File: src/rtl/muldiv_pkg.sv
// rtl/muldiv_pkg.sv - shared constants, state encoding and op decode helpers for muldiv_unit
package muldiv_pkg;

    // RV32M funct3 encodings
    localparam logic [2:0] F3_MUL    = 3'b000;
    localparam logic [2:0] F3_MULH   = 3'b001;
    localparam logic [2:0] F3_MULHSU = 3'b010;
    localparam logic [2:0] F3_MULHU  = 3'b011;
    localparam logic [2:0] F3_DIV    = 3'b100;
    localparam logic [2:0] F3_DIVU   = 3'b101;
    localparam logic [2:0] F3_REM    = 3'b110;
    localparam logic [2:0] F3_REMU   = 3'b111;

    localparam int WIDTH_ITER = 32;

    // muldiv_step mode select
    localparam logic MODE_MUL = 1'b0;
    localparam logic MODE_DIV = 1'b1;

    typedef enum logic [1:0] {
        IDLE = 2'd0,
        CALC = 2'd1,
        FIX  = 2'd2,
        DONE = 2'd3
    } state_e;

    function automatic logic f3_is_div(input logic [2:0] f3);
        return f3[2];
    endfunction

    // DIV/REM and MULH/MULHSU treat rs1 as signed. MUL is handled as
    // unsigned: the low product word is identical either way.
    function automatic logic f3_a_signed(input logic [2:0] f3);
        return f3[2] ? ~f3[0] : (f3 == F3_MULH || f3 == F3_MULHSU);
    endfunction

    function automatic logic f3_b_signed(input logic [2:0] f3);
        return f3[2] ? ~f3[0] : (f3 == F3_MULH);
    endfunction

endpackage

File: src/rtl/muldiv_step.sv
// rtl/muldiv_step.sv - one combinational shift-add / restoring-divide iteration
// Ports:
//   acc_i     : current accumulator {hi, lo}
//   operand_i : multiplicand (multiply) or divisor magnitude (divide)
//   mode_i    : MODE_MUL or MODE_DIV
//   acc_o     : accumulator after this iteration
module muldiv_step
    import muldiv_pkg::*;
#(
    parameter int WIDTH = 32
) (
    input  logic [2*WIDTH-1:0] acc_i,
    input  logic [WIDTH-1:0]   operand_i,
    input  logic               mode_i,
    output logic [2*WIDTH-1:0] acc_o
);

    logic [WIDTH:0] sum;
    logic [WIDTH:0] diff;

    always_comb begin
        // Multiply: lo holds the unconsumed multiplier bits; add into hi when
        // the current bit is set, then shift the carry-extended pair right.
        sum = {1'b0, acc_i[2*WIDTH-1:WIDTH]} + (acc_i[0] ? {1'b0, operand_i} : '0);

        // Divide: {remainder, dividend} shifted left by one; the trial
        // subtract sees the remainder concatenated with the next dividend bit.
        // That value is below 2*divisor, so bit WIDTH of the difference is a
        // clean borrow flag.
        diff = acc_i[2*WIDTH-1:WIDTH-1] - {1'b0, operand_i};

        if (mode_i == MODE_MUL) begin
            acc_o = {sum, acc_i[WIDTH-1:1]};
        end else if (!diff[WIDTH]) begin
            acc_o = {diff[WIDTH-1:0], acc_i[WIDTH-2:0], 1'b1};
        end else begin
            acc_o = {acc_i[2*WIDTH-2:0], 1'b0};
        end
    end

endmodule

File: src/rtl/muldiv_unit.sv
// rtl/muldiv_unit.sv - iterative RV32M multiply/divide unit feeding the register file write port
// Ports:
//   CLK, RST     : clock, asynchronous active-high reset
//   Start        : request, accepted only in IDLE
//   Funct3       : RV32M operation
//   Op_A, Op_B   : rs1 / rs2 values, latched on acceptance
//   Add_Dest     : rd index, latched on acceptance
//   Busy         : operation in flight (acceptance edge through end of DONE)
//   Done         : one-cycle completion pulse
//   Result       : registered result, held between Done pulses
//   Dest_Out     : registered rd
//   Write_En_Out : Done qualified by rd != 0
module muldiv_unit
    import muldiv_pkg::*;
#(
    parameter int WIDTH = 32,
    parameter int CNT_W = 6
) (
    input  logic             CLK,
    input  logic             RST,
    input  logic             Start,
    input  logic [2:0]       Funct3,
    input  logic [WIDTH-1:0] Op_A,
    input  logic [WIDTH-1:0] Op_B,
    input  logic [4:0]       Add_Dest,
    output logic             Busy,
    output logic             Done,
    output logic [WIDTH-1:0] Result,
    output logic [4:0]       Dest_Out,
    output logic             Write_En_Out
);

    localparam logic [WIDTH-1:0] MIN_NEG  = {1'b1, {(WIDTH-1){1'b0}}};
    localparam logic [WIDTH-1:0] ALL_ONES = '1;
    localparam logic [CNT_W-1:0] CNT_LAST = CNT_W'(WIDTH_ITER - 1);

    state_e             state_q, state_d;
    logic [CNT_W-1:0]   cnt_q, cnt_d;
    logic [2:0]         f3_q, f3_d;
    logic [4:0]         dest_q, dest_d;
    logic               neg_a_q, neg_a_d;
    logic               neg_b_q, neg_b_d;
    logic [WIDTH-1:0]   operand_q, operand_d;
    logic [2*WIDTH-1:0] acc_q, acc_d;
    logic [WIDTH-1:0]   result_q, result_d;

    logic [2*WIDTH-1:0] step_acc;
    logic               in_neg_a, in_neg_b, in_div;
    logic [WIDTH-1:0]   abs_a, abs_b;
    logic               signs_differ;
    logic [2*WIDTH-1:0] prod_fix;
    logic [WIDTH-1:0]   quo_fix, rem_fix, fix_result;

    muldiv_step #(.WIDTH(WIDTH)) u_step (
        .acc_i     (acc_q),
        .operand_i (operand_q),
        .mode_i    (f3_is_div(f3_q) ? MODE_DIV : MODE_MUL),
        .acc_o     (step_acc)
    );

    // Operand magnitudes; negating MIN_NEG wraps to itself, which is the
    // correct unsigned magnitude.
    always_comb begin
        in_div   = f3_is_div(Funct3);
        in_neg_a = f3_a_signed(Funct3) & Op_A[WIDTH-1];
        in_neg_b = f3_b_signed(Funct3) & Op_B[WIDTH-1];
        abs_a    = in_neg_a ? -Op_A : Op_A;
        abs_b    = in_neg_b ? -Op_B : Op_B;
    end

    // Sign correction and result selection applied in FIX
    always_comb begin
        signs_differ = neg_a_q ^ neg_b_q;
        prod_fix     = signs_differ ? -acc_q : acc_q;
        quo_fix      = signs_differ ? -acc_q[WIDTH-1:0] : acc_q[WIDTH-1:0];
        rem_fix      = neg_a_q ? -acc_q[2*WIDTH-1:WIDTH] : acc_q[2*WIDTH-1:WIDTH];
        if (f3_is_div(f3_q)) begin
            fix_result = f3_q[1] ? rem_fix : quo_fix;
        end else begin
            fix_result = (f3_q == F3_MUL) ? prod_fix[WIDTH-1:0] : prod_fix[2*WIDTH-1:WIDTH];
        end
    end

    always_comb begin
        state_d   = state_q;
        cnt_d     = cnt_q;
        f3_d      = f3_q;
        dest_d    = dest_q;
        neg_a_d   = neg_a_q;
        neg_b_d   = neg_b_q;
        operand_d = operand_q;
        acc_d     = acc_q;
        result_d  = result_q;

        unique case (state_q)
            IDLE: begin
                if (Start) begin
                    f3_d    = Funct3;
                    dest_d  = Add_Dest;
                    neg_a_d = in_neg_a;
                    neg_b_d = in_neg_b;
                    cnt_d   = '0;
                    state_d = CALC;
                    if (in_div) begin
                        operand_d = abs_b;
                        acc_d     = {{WIDTH{1'b0}}, abs_a};
                    end else begin
                        operand_d = abs_a;
                        acc_d     = {{WIDTH{1'b0}}, abs_b};
                    end
                    // Divide-by-zero and signed overflow bypass the iterations
                    if (in_div && Op_B == '0) begin
                        result_d = Funct3[1] ? Op_A : ALL_ONES;
                        state_d  = DONE;
                    end else if (in_div && !Funct3[0] && Op_A == MIN_NEG && Op_B == ALL_ONES) begin
                        result_d = Funct3[1] ? '0 : MIN_NEG;
                        state_d  = DONE;
                    end
                end
            end
            CALC: begin
                acc_d = step_acc;
                cnt_d = cnt_q + CNT_W'(1);
                if (cnt_q == CNT_LAST) begin
                    state_d = FIX;
                end
            end
            FIX: begin
                result_d = fix_result;
                state_d  = DONE;
            end
            DONE: begin
                state_d = IDLE;
            end
            default: state_d = IDLE;
        endcase
    end

    always_ff @(posedge CLK or posedge RST) begin
        if (RST) begin
            state_q   <= IDLE;
            cnt_q     <= '0;
            f3_q      <= '0;
            dest_q    <= '0;
            neg_a_q   <= 1'b0;
            neg_b_q   <= 1'b0;
            operand_q <= '0;
            acc_q     <= '0;
            result_q  <= '0;
        end else begin
            state_q   <= state_d;
            cnt_q     <= cnt_d;
            f3_q      <= f3_d;
            dest_q    <= dest_d;
            neg_a_q   <= neg_a_d;
            neg_b_q   <= neg_b_d;
            operand_q <= operand_d;
            acc_q     <= acc_d;
            result_q  <= result_d;
        end
    end

    assign Busy         = (state_q != IDLE);
    assign Done         = (state_q == DONE);
    assign Result       = result_q;
    assign Dest_Out     = dest_q;
    assign Write_En_Out = Done && (dest_q != 5'd0);

endmodule

File: config.mk
export PLATFORM = sky130hd
export DESIGN_NAME = muldiv_unit
export DESIGN_NICKNAME = d
export VERILOG_FILES = /design/src/rtl/muldiv_pkg.sv /design/src/rtl/muldiv_step.sv /design/src/rtl/muldiv_unit.sv
export SDC_FILE = /design/constraint.sdc
export NUM_CORES = 1
export LEC_CHECK = 0
export ABC_AREA = 1
export ABC_CLOCK_PERIOD_IN_PS = 6300
export CORE_UTILIZATION = 50
export CTS_CLUSTER_DIAMETER = 80
export DETAILED_ROUTE_END_ITERATION = 7
export PLACE_DENSITY = 0.69
export SLEW_MARGIN = 20
export SYNTH_ARGS = -nofsm -noshare
export SYNTH_HDL_FRONTEND = slang
export SYNTH_SLANG_ARGS = --single-unit
File: constraint.sdc
create_clock -name CLK -period 6.3 [get_ports CLK]
set_input_delay 1.89 -clock CLK [delete_from_list [all_inputs] [get_ports CLK]]
set_output_delay 1.89 -clock CLK [all_outputs]
set_load 0.02 [all_outputs]
# After elaboration in Yosys (flattened, before gate mapping)
# Index checks and enable logic that the tools add are counted.
# op_classes
add_sub_neg	8
eq_ne	11
n_mux	31
bitwise_logic	4
n_reduce_logical	18
# ops
operator	count
32-bit 2-to-1 mux	15
64-bit 2-to-1 mux	4
32-bit negator	4
64-bit case mux with 2 select lines	1
32-bit == test (second input constant)	2
64-bit negator	1
32-bit case mux with 2 select lines	1
32-bit by 33-bit adder with 33-bit output	1
33-bit by 32-bit subtractor with 33-bit output	1
32-bit logical NOT	1
6-bit case mux with 2 select lines	1
2-bit 2-to-1 mux	4
2-bit case mux with 4 select lines	1
6-bit by 1-bit adder with 6-bit output (second input constant)	1
6-bit by 5-bit == test with 1-bit output (second input constant)	1
6-bit 2-to-1 mux	1
2-bit AND reduction	3
2-bit nonzero test	3
1-bit logical AND	5
5-bit nonzero test	1
2-bit == test (second input constant)	2
2-bit inequality test (second input constant)	2
3-bit by 1-bit == test with 1-bit output (second input constant)	1
3-bit by 2-bit == test with 1-bit output (second input constant)	1
11 further kinds	14
# totals
ff_bits	146
inputBits	75
out_inout_bits	40

# Logic depth before layout (Yosys ltp)
# Gate-level depths: netlist (run 1).
# depth
ltp_word	8
ltp_mapped	20
mapped_depth_nobuf	18

# Cells and area by module
# A second synthesis (run 1) with hierarchy kept.
# unflattened
hier_cells	3498
area_unflattened_um2	19361.1
# by_module_without_submodules
mod	instances	cells_each	area_each_um2	seq_area_each_um2
muldiv_unit	1	2191	13025.0	3653.5
muldiv_step	1	1307	6336.1	0.0

# Worst setup path before layout (run 1)
# Ideal clock, no wire load.
# synth_path
kind	input-to-reg
startpoint	in Op_B[0]
endpoint	reg result_q[14], in the netlist Result[14]
setup_time_ns	0.073
t_arrival_ns	3.315
slack_ns	2.912
cell_stages	13
path_cell_list	inv_1 ha_1 nand3_2 inv_2 nand2_2 nor2_4 nand4_2 nor2_2 nand4_4 buf_6 nor2_1 nor2_1 a21oi_2
# synth_between
elab_chain_cells	5
# synth_rtl
item	line_no	text
start: declaration	muldiv_unit.sv:24	input logic [WIDTH-1:0] Op_B,
32-bit logical NOT	muldiv_unit.sv:112	if (in_div && Op_B == '0) begin
1-bit logical AND	muldiv_unit.sv:112	
32-bit 2-to-1 mux	muldiv_unit.sv:112	
32-bit 2-to-1 mux	muldiv_unit.sv:97	if (Start) begin
32-bit case mux with 2 select lines	muldiv_unit.sv:95	unique case (state_q)
end signal: assignment	muldiv_unit.sv:159	result_q <= result_d;
end: declaration	muldiv_unit.sv:45	logic [WIDTH-1:0] result_q, result_d;
# Parallel ways exist; a longest one is shown, timed or not. The select of a mux whose other input is x is not followed.
# A chain may end at the register's enable or synchronous reset.

# Final worst setup path (run 1)
# layout_path
startpoint	in Op_A[0]
endpoint	reg result_q[18], in the netlist Result[18]
# layout_between
elab_chain_cells	5
# layout_rtl
item	line_no	text
start: declaration	muldiv_unit.sv:23	input logic [WIDTH-1:0] Op_A,
32-bit == test	muldiv_unit.sv:115	end else if (in_div && !Funct3[0] && Op_A == MIN_NEG && Op_B == ALL_ONES) begin
1-bit logical AND (2 in series)	muldiv_unit.sv:115	
3-bit inequality test (no line)	--	
3-bit AND reduction (no line)	--	
# No other way between the ends.

==> run metrics, run 1 <==
vias in the first global route 21600; Pint 4.97 mW; fin crit share 0.704; Post-CTS Setup Repair Bufs 0; Final Util 0.562; setup violators final 0; Worst R2R Path Depth 10; GR Overflow Total 0; filler instances 3909; Routability Congestion 1.10; NetSw 8.12 mW; Synth Instances 3307; r2r endpoint acc_q[31]; Comb power frac 0.744; area leader, netlist nand2_1; Detail Route Antenna Nets 0; max_cap viols 0; Post-synth EDFFs 0; Hold Path Depth 2; CP Launch Type primary input; hold endpoint Result[0]; RSZ-0062 raised after global routing false; I/O pin count 115; Max Clk Rate 225 MHz; Final nets 3480; slew margin rel. 0.322; TNS Setup 0 ns; top cells by area in the synthesized netlist nand2_1 (20%), dfrtp_1 (19%), nor2_1 (8.8%); Root Buffer clkbuf_16; DR pass1 iterations 7; Highest Signal Layer met5; DP HPWL 67600 microns; share of layout cells above drive strength 1 0.0542; sw frac 0.621; synthesis-stage register bit count 146; sequential share of power 0.176; via/cell ratio 5.99; Avg Cell Area, Syn 5.71 sq um; core area 36900 sq um; die footprint 38500 sq um; met1 wire length 31200 microns; gr usage total 0.440; routed via count 23100; endpoint class of the critical path flop; Cell Rows 70; Crit Path Max Fanout 30; initial antenna violation count 3; Hold Path Class flop to flop; Synth top area share 0.205; H-Tree Depth 4; port bufs 114; CTS Sinks 146; Synth Flop Type dfrtp_1; syn nets 3458; CTS clk-pin slew, worst paths 0.07 ns; hold_sp Result[0]; Worst Path Required 6.64 ns; Die Ht 196 microns; placed inst area 20100 sq um; Seq/Total Area, Yosys 0.194; overall power 13.1 mW; hold violation total from the final report 0; library cells used by synthesis 57; Max Slew Vio Count 0; CTS buffer count 17; Post-Syn Area 18900 sq um; first-pass GRT wire length 128000 microns; Worst-Margin Slew 1.01 ns; Commonest cells post-synth nand2_1 (1029), nor2_1 (445), inv_1 (382); Worst-Skew Late Latency 0.45 ns; Async SR Flop Fraction 1.00; status finished, final reports clean; DR WL met2 37400 microns; Static Leak 10.6 nW; met3 WL 9130 microns; Critical Path AT 4.78 ns; initial drt markers 2756; CTS resizes 0; Worst Path Class, Setup primary input to flop; Setup crit start Op_A[0]; r2r setup slk 2.76 ns; Post-CTS Hold Buffers 0; Initial Util 0.512; Pwr per Cell Area 632 nW/um^2; most common cell in the netlist nand2_1; largest net degree at the start of global routing 88; DRC viols 0; Tmin final 4.44 ns; Post-Route WL 84700 microns; CTS tree done; deepest clock path buffer count 2; design area 20700 sq um; VDD IR max 0.335 mV; per-cell routed wire length 22.0 microns; Layout Skew 0.0157 ns; Reg2Reg Launch Point state_q[1]; Die Width 196 microns; yosys warns 0; Area Growth Syn to Fin 9.78%; clock network fraction of total power 0.080
layout make-up:
cell class	count	area [sq um]	share of cell area
multi-input combinational	2629	13000	0.629
sequential	146	3660	0.177
inverter	402	1520	0.0732
timing repair buffer	133	1290	0.0623
tap	504	631	0.0304
clock buffer	17	425	0.0205
clock inverter	15	166	0.00803
antenna	1	2.50	0.000121
cells in the final DEF, fill, tap and decap left out, types with 36 or more instances in the layout:
cell type,netlist,layout
ha_1,74,74
xor2_1,79,79
o21ai_0,151,151
dfrtp_1,146,144
nand4_1,42,42
nor2_1,445,444
a21oi_1,177,177
nand2_1,1029,1029
o211ai_1,36,36
inv_1,382,380
clkdlybuf4s50_1,0,114
nand3_1,329,329
metrics by stage:
step	instances	hold slack, ns	worst slack [ns]
final	3847	0.508	1.86
after global routing	3846	0.534	1.66
after detailed placement	3814	0.490	1.47
after global placement	3813	0.482	1.50
after CTS	3846	0.515	1.93
after floorplan	3307	0.468	0.487
critical path, stage by stage:
cell and delay, ns:
clkdlybuf4s50_1 0.51, inv_1 0.24, ha_1 0.20, nand3_1 0.13, nor2_1 0.19, nand2_1 0.08, nor2_1 0.11, nand3_1 0.08
nand2_1 0.16, nand2_2 0.11, nand2_1 0.08, nand2_1 0.56, nor2_1 0.34, a21oi_2 0.09
power groups by stage:
stage,clock network (mW),logic [mW],registers (mW)
4_1_cts,1.05,9.40,2.24
3_5_place_dp,0,9.35,2.25
2_1_floorplan,0,6.74,1.88
6_report,1.05,9.73,2.31
5_1_grt,1.08,10.6,2.31
3_3_place_gp,0,9.20,2.25
state kept, by name (all words and copies together) (netlist names):
register / cells
Dest_Out: 5
operand_q: 32
acc_q: 64
neg_b_q: 1
Result: 32
f3_q: 3
cnt_q: 6
state_q: 2
neg_a_q: 1
worst max-delay path by stage:
| stage | to | slack [ns] | cells after the start |
|---|---|---|---|
| floorplan | Dest_Out[0] | 0.49 | 1 |
| global placement | Result[20] | 1.50 | 14 |
| detailed placement | Result[10] | 1.47 | 14 |
| CTS | Result[10] | 1.93 | 14 |
| global route | Result[14] | 1.66 | 14 |
| finish | Result[18] | 1.86 | 14 |
routing by layer:
layer  global-route usage  up-vias
li1                     -    10700
met1                0.528    10600
met5                    0        -
met3               0.0889      337
met4                0.315        2
met2                0.703     1448
cells by family after synthesis:
logic type               share of synthesized area
AO/OA/AOI/OAI                                0.143
XOR/XNOR                                    0.0441
adder cells (fa/ha/maj)                     0.0512
buffers and inverters                        0.117
flip-flops                                   0.194
AND/OR/NAND/NOR                              0.452
Power figures use the tool's default switching activity.
==> run 2, diff against run 1 <==
--- a/config.mk
+++ b/config.mk
@@ -6,11 +6,11 @@
 export NUM_CORES = 1
 export LEC_CHECK = 0
 export ABC_AREA = 1
-export ABC_CLOCK_PERIOD_IN_PS = 6300
+export ABC_CLOCK_PERIOD_IN_PS = 3700
 export CORE_UTILIZATION = 50
 export CTS_CLUSTER_DIAMETER = 80
 export DETAILED_ROUTE_END_ITERATION = 7
-export PLACE_DENSITY = 0.69
+export PLACE_DENSITY = 0.72
 export SLEW_MARGIN = 20
 export SYNTH_ARGS = -nofsm -noshare
 export SYNTH_HDL_FRONTEND = slang
==> constraint.sdc (replaced) <==
create_clock -name CLK -period 3.7 [get_ports CLK]
set_input_delay 1.11 -clock CLK [delete_from_list [all_inputs] [get_ports CLK]]
set_output_delay 1.11 -clock CLK [all_outputs]
set_load 0.02 [all_outputs]
==> run metrics, run 2 (synthesis gave the netlist of run 1 again) <==
status finished, final reports clean; post-placement setup slack 0.0878 ns (-1.38 ns); Pint 8.81 mW (+77%); overall power 22.7 mW (+74%); Max Slew Vio Count 0 (unchanged); vias in the first global route 21700 (+0.62%); Final Non-Filler Cells 3907 (+1.6%); most frequent cells in the layout nand2_1 (1029), nor2_1 (444), inv_1 (381); Worst-Margin Slew 0.903 ns (-0.111 ns); CTS buffer count 17 (unchanged); CTS clk-pin slew, worst paths 0.07 ns (about the same); Tmin final 3.41 ns; endpoint class of the critical path flop; CP Launch Type flop; NetSw 13.9 mW (+72%); hold violation total from the final report 0 (unchanged); Cell Rows 70 (unchanged); r2r setup slk 0.29 ns (-2.47 ns); DRC viols 0 (unchanged); Worst Path Class, Setup flop to flop; dpl cells 3875 (+1.6%); clock network fraction of total power 0.083 (+0.003); VDD IR max 0.568 mV (+70%); initial drt markers 3014 (+9.4%); I/O pin count 115 (unchanged); Critical Path AT 3.76 ns (-1.02 ns); CTS resizes 0 (unchanged); Post-CTS Hold Buffers 0 (unchanged); die footprint 38500 sq um (unchanged); Hold Path Class flop to flop; Cell Chain, Critical Path inv_1 > ha_1 > fa_1 > o21ai_2 > nand2_2 > nand2_2 > nand2_1 > nand2_2 > nand2_2 > nand3_2 > nand2_4 > nand2_1 > nand3_1 > nand2_1 > nand2_1; port bufs 114 (unchanged); Root Buffer clkbuf_16; Detail Route Antenna Nets 0 (unchanged); CTS tree done; CP Depth 15 (+1); first-pass GRT wire length 128000 microns (+0.46%); H-Tree Depth 4 (unchanged); DP HPWL 68200 microns (+0.84%); design area 21300 sq um (+2.6%); fin crit share 0.921; placed inst area 20600 sq um (+2.6%); Comb power frac 0.761 (+0.017); sw frac 0.613 (-0.00794); Die Ht 196 microns (unchanged); Routability Congestion 1.08 (-1.7%); setup violators final 0 (unchanged); per-cell routed wire length 21.9 microns (-0.52%); via/cell ratio 5.96 (-0.54%); Die Width 196 microns (unchanged); dominant delay contributor by cell family on the critical path simple AND/OR/NAND/NOR gates; Pwr per Cell Area 1070 nW/um^2 (+69%); Post-CTS Setup Repair Bufs 0 (unchanged); Largest register FFs 64 (unchanged); Crit Path Max Fanout 31 (+3.3%); Worst path max stage delay 0.52 ns (-0.04 ns); core area 36900 sq um (unchanged); Reg with most FFs acc_q; CTS Sinks 146 (unchanged); Worst R2R Path Depth 15 (+5); Buffers & Inverters on Critical Path 1 (-1); Hold Path Depth 1 (-1); GR Overflow Total 0 (unchanged); Initial Util 0.512 (unchanged); DR pass1 iterations 8 (+1); share of layout cells above drive strength 1 0.0700 (+0.0158); RSZ-0062 raised after global routing false; slowest cell on the critical path dfrtp_1; Static Leak 10.9 nW (+3.1%); largest net degree at the start of global routing 84 (-4.5%); filler instances 3812 (-2.5%); routed via count 23300 (+1.0%); Final Util 0.576 (+0.0144); hold_ws 0.518 ns (+0.00979 ns); Worst Path Required 4.05 ns (-2.59 ns); deepest clock path buffer count 2 (unchanged); max_cap viols 0 (unchanged); gr usage total 0.443 (+0.00308); Area Growth Syn to Fin 12.6%; initial antenna violation count 3 (unchanged); slew margin rel. 0.398 (+0.0751); Post-Route WL 85600 microns (+1.0%); Layout Skew 0.0102 ns (-0.00553 ns); Final nets 3541 (+1.8%); fin worst setup slack 0.293 ns (-1.57 ns); Max Clk Rate 293 MHz; sequential share of power 0.156 (-0.020); Worst-Skew Late Latency 0.46 ns (about the same); TNS Setup 0 ns (unchanged); commonest non-fill, non-tap cell in the layout nand2_1
==> run 2: power groups by stage <==
stage / Combinational [mW] / Sequential [mW] / Clock (mW)
floorplan: 11.5 / 3.20 / 0
global placement: 16.3 / 3.47 / 0
detailed placement: 16.6 / 3.48 / 0
CTS: 16.6 / 3.47 / 1.87
global route: 18.7 / 3.58 / 1.94
finish: 17.3 / 3.55 / 1.89
==> run 2: area by class of cell <==
class | count | area [sq um] | area share
multi-input combinational | 2629 | 13000 | 0.613
sequential | 146 | 3660 | 0.172
timing repair buffer | 194 | 1820 | 0.0855
inverter | 402 | 1520 | 0.0713
tap | 504 | 631 | 0.0297
clock buffer | 18 | 429 | 0.0202
clock inverter | 13 | 178 | 0.00836
antenna | 1 | 2.50 | 0.000118
==> run 2: final timing paths <==
kind / from / to
worst max-delay path: acc_q[31] / acc_q[52]
worst min-delay path: cnt_q[0] / cnt_q[0]
worst max register to register: acc_q[31] / acc_q[52]
worst min register to register: cnt_q[0] / cnt_q[0]
max in group asynchronous: RST / Result[27]
min in group asynchronous: RST / operand_q[9]
==> run 2: metal layers <==
layer	vias up	global-route usage	share of wire
met5	-	0	0.00015
met4	2	0.305	0.080
met3	334	0.0887	0.11
met2	1560	0.698	0.44
met1	10600	0.544	0.37
li1	10800	-	-
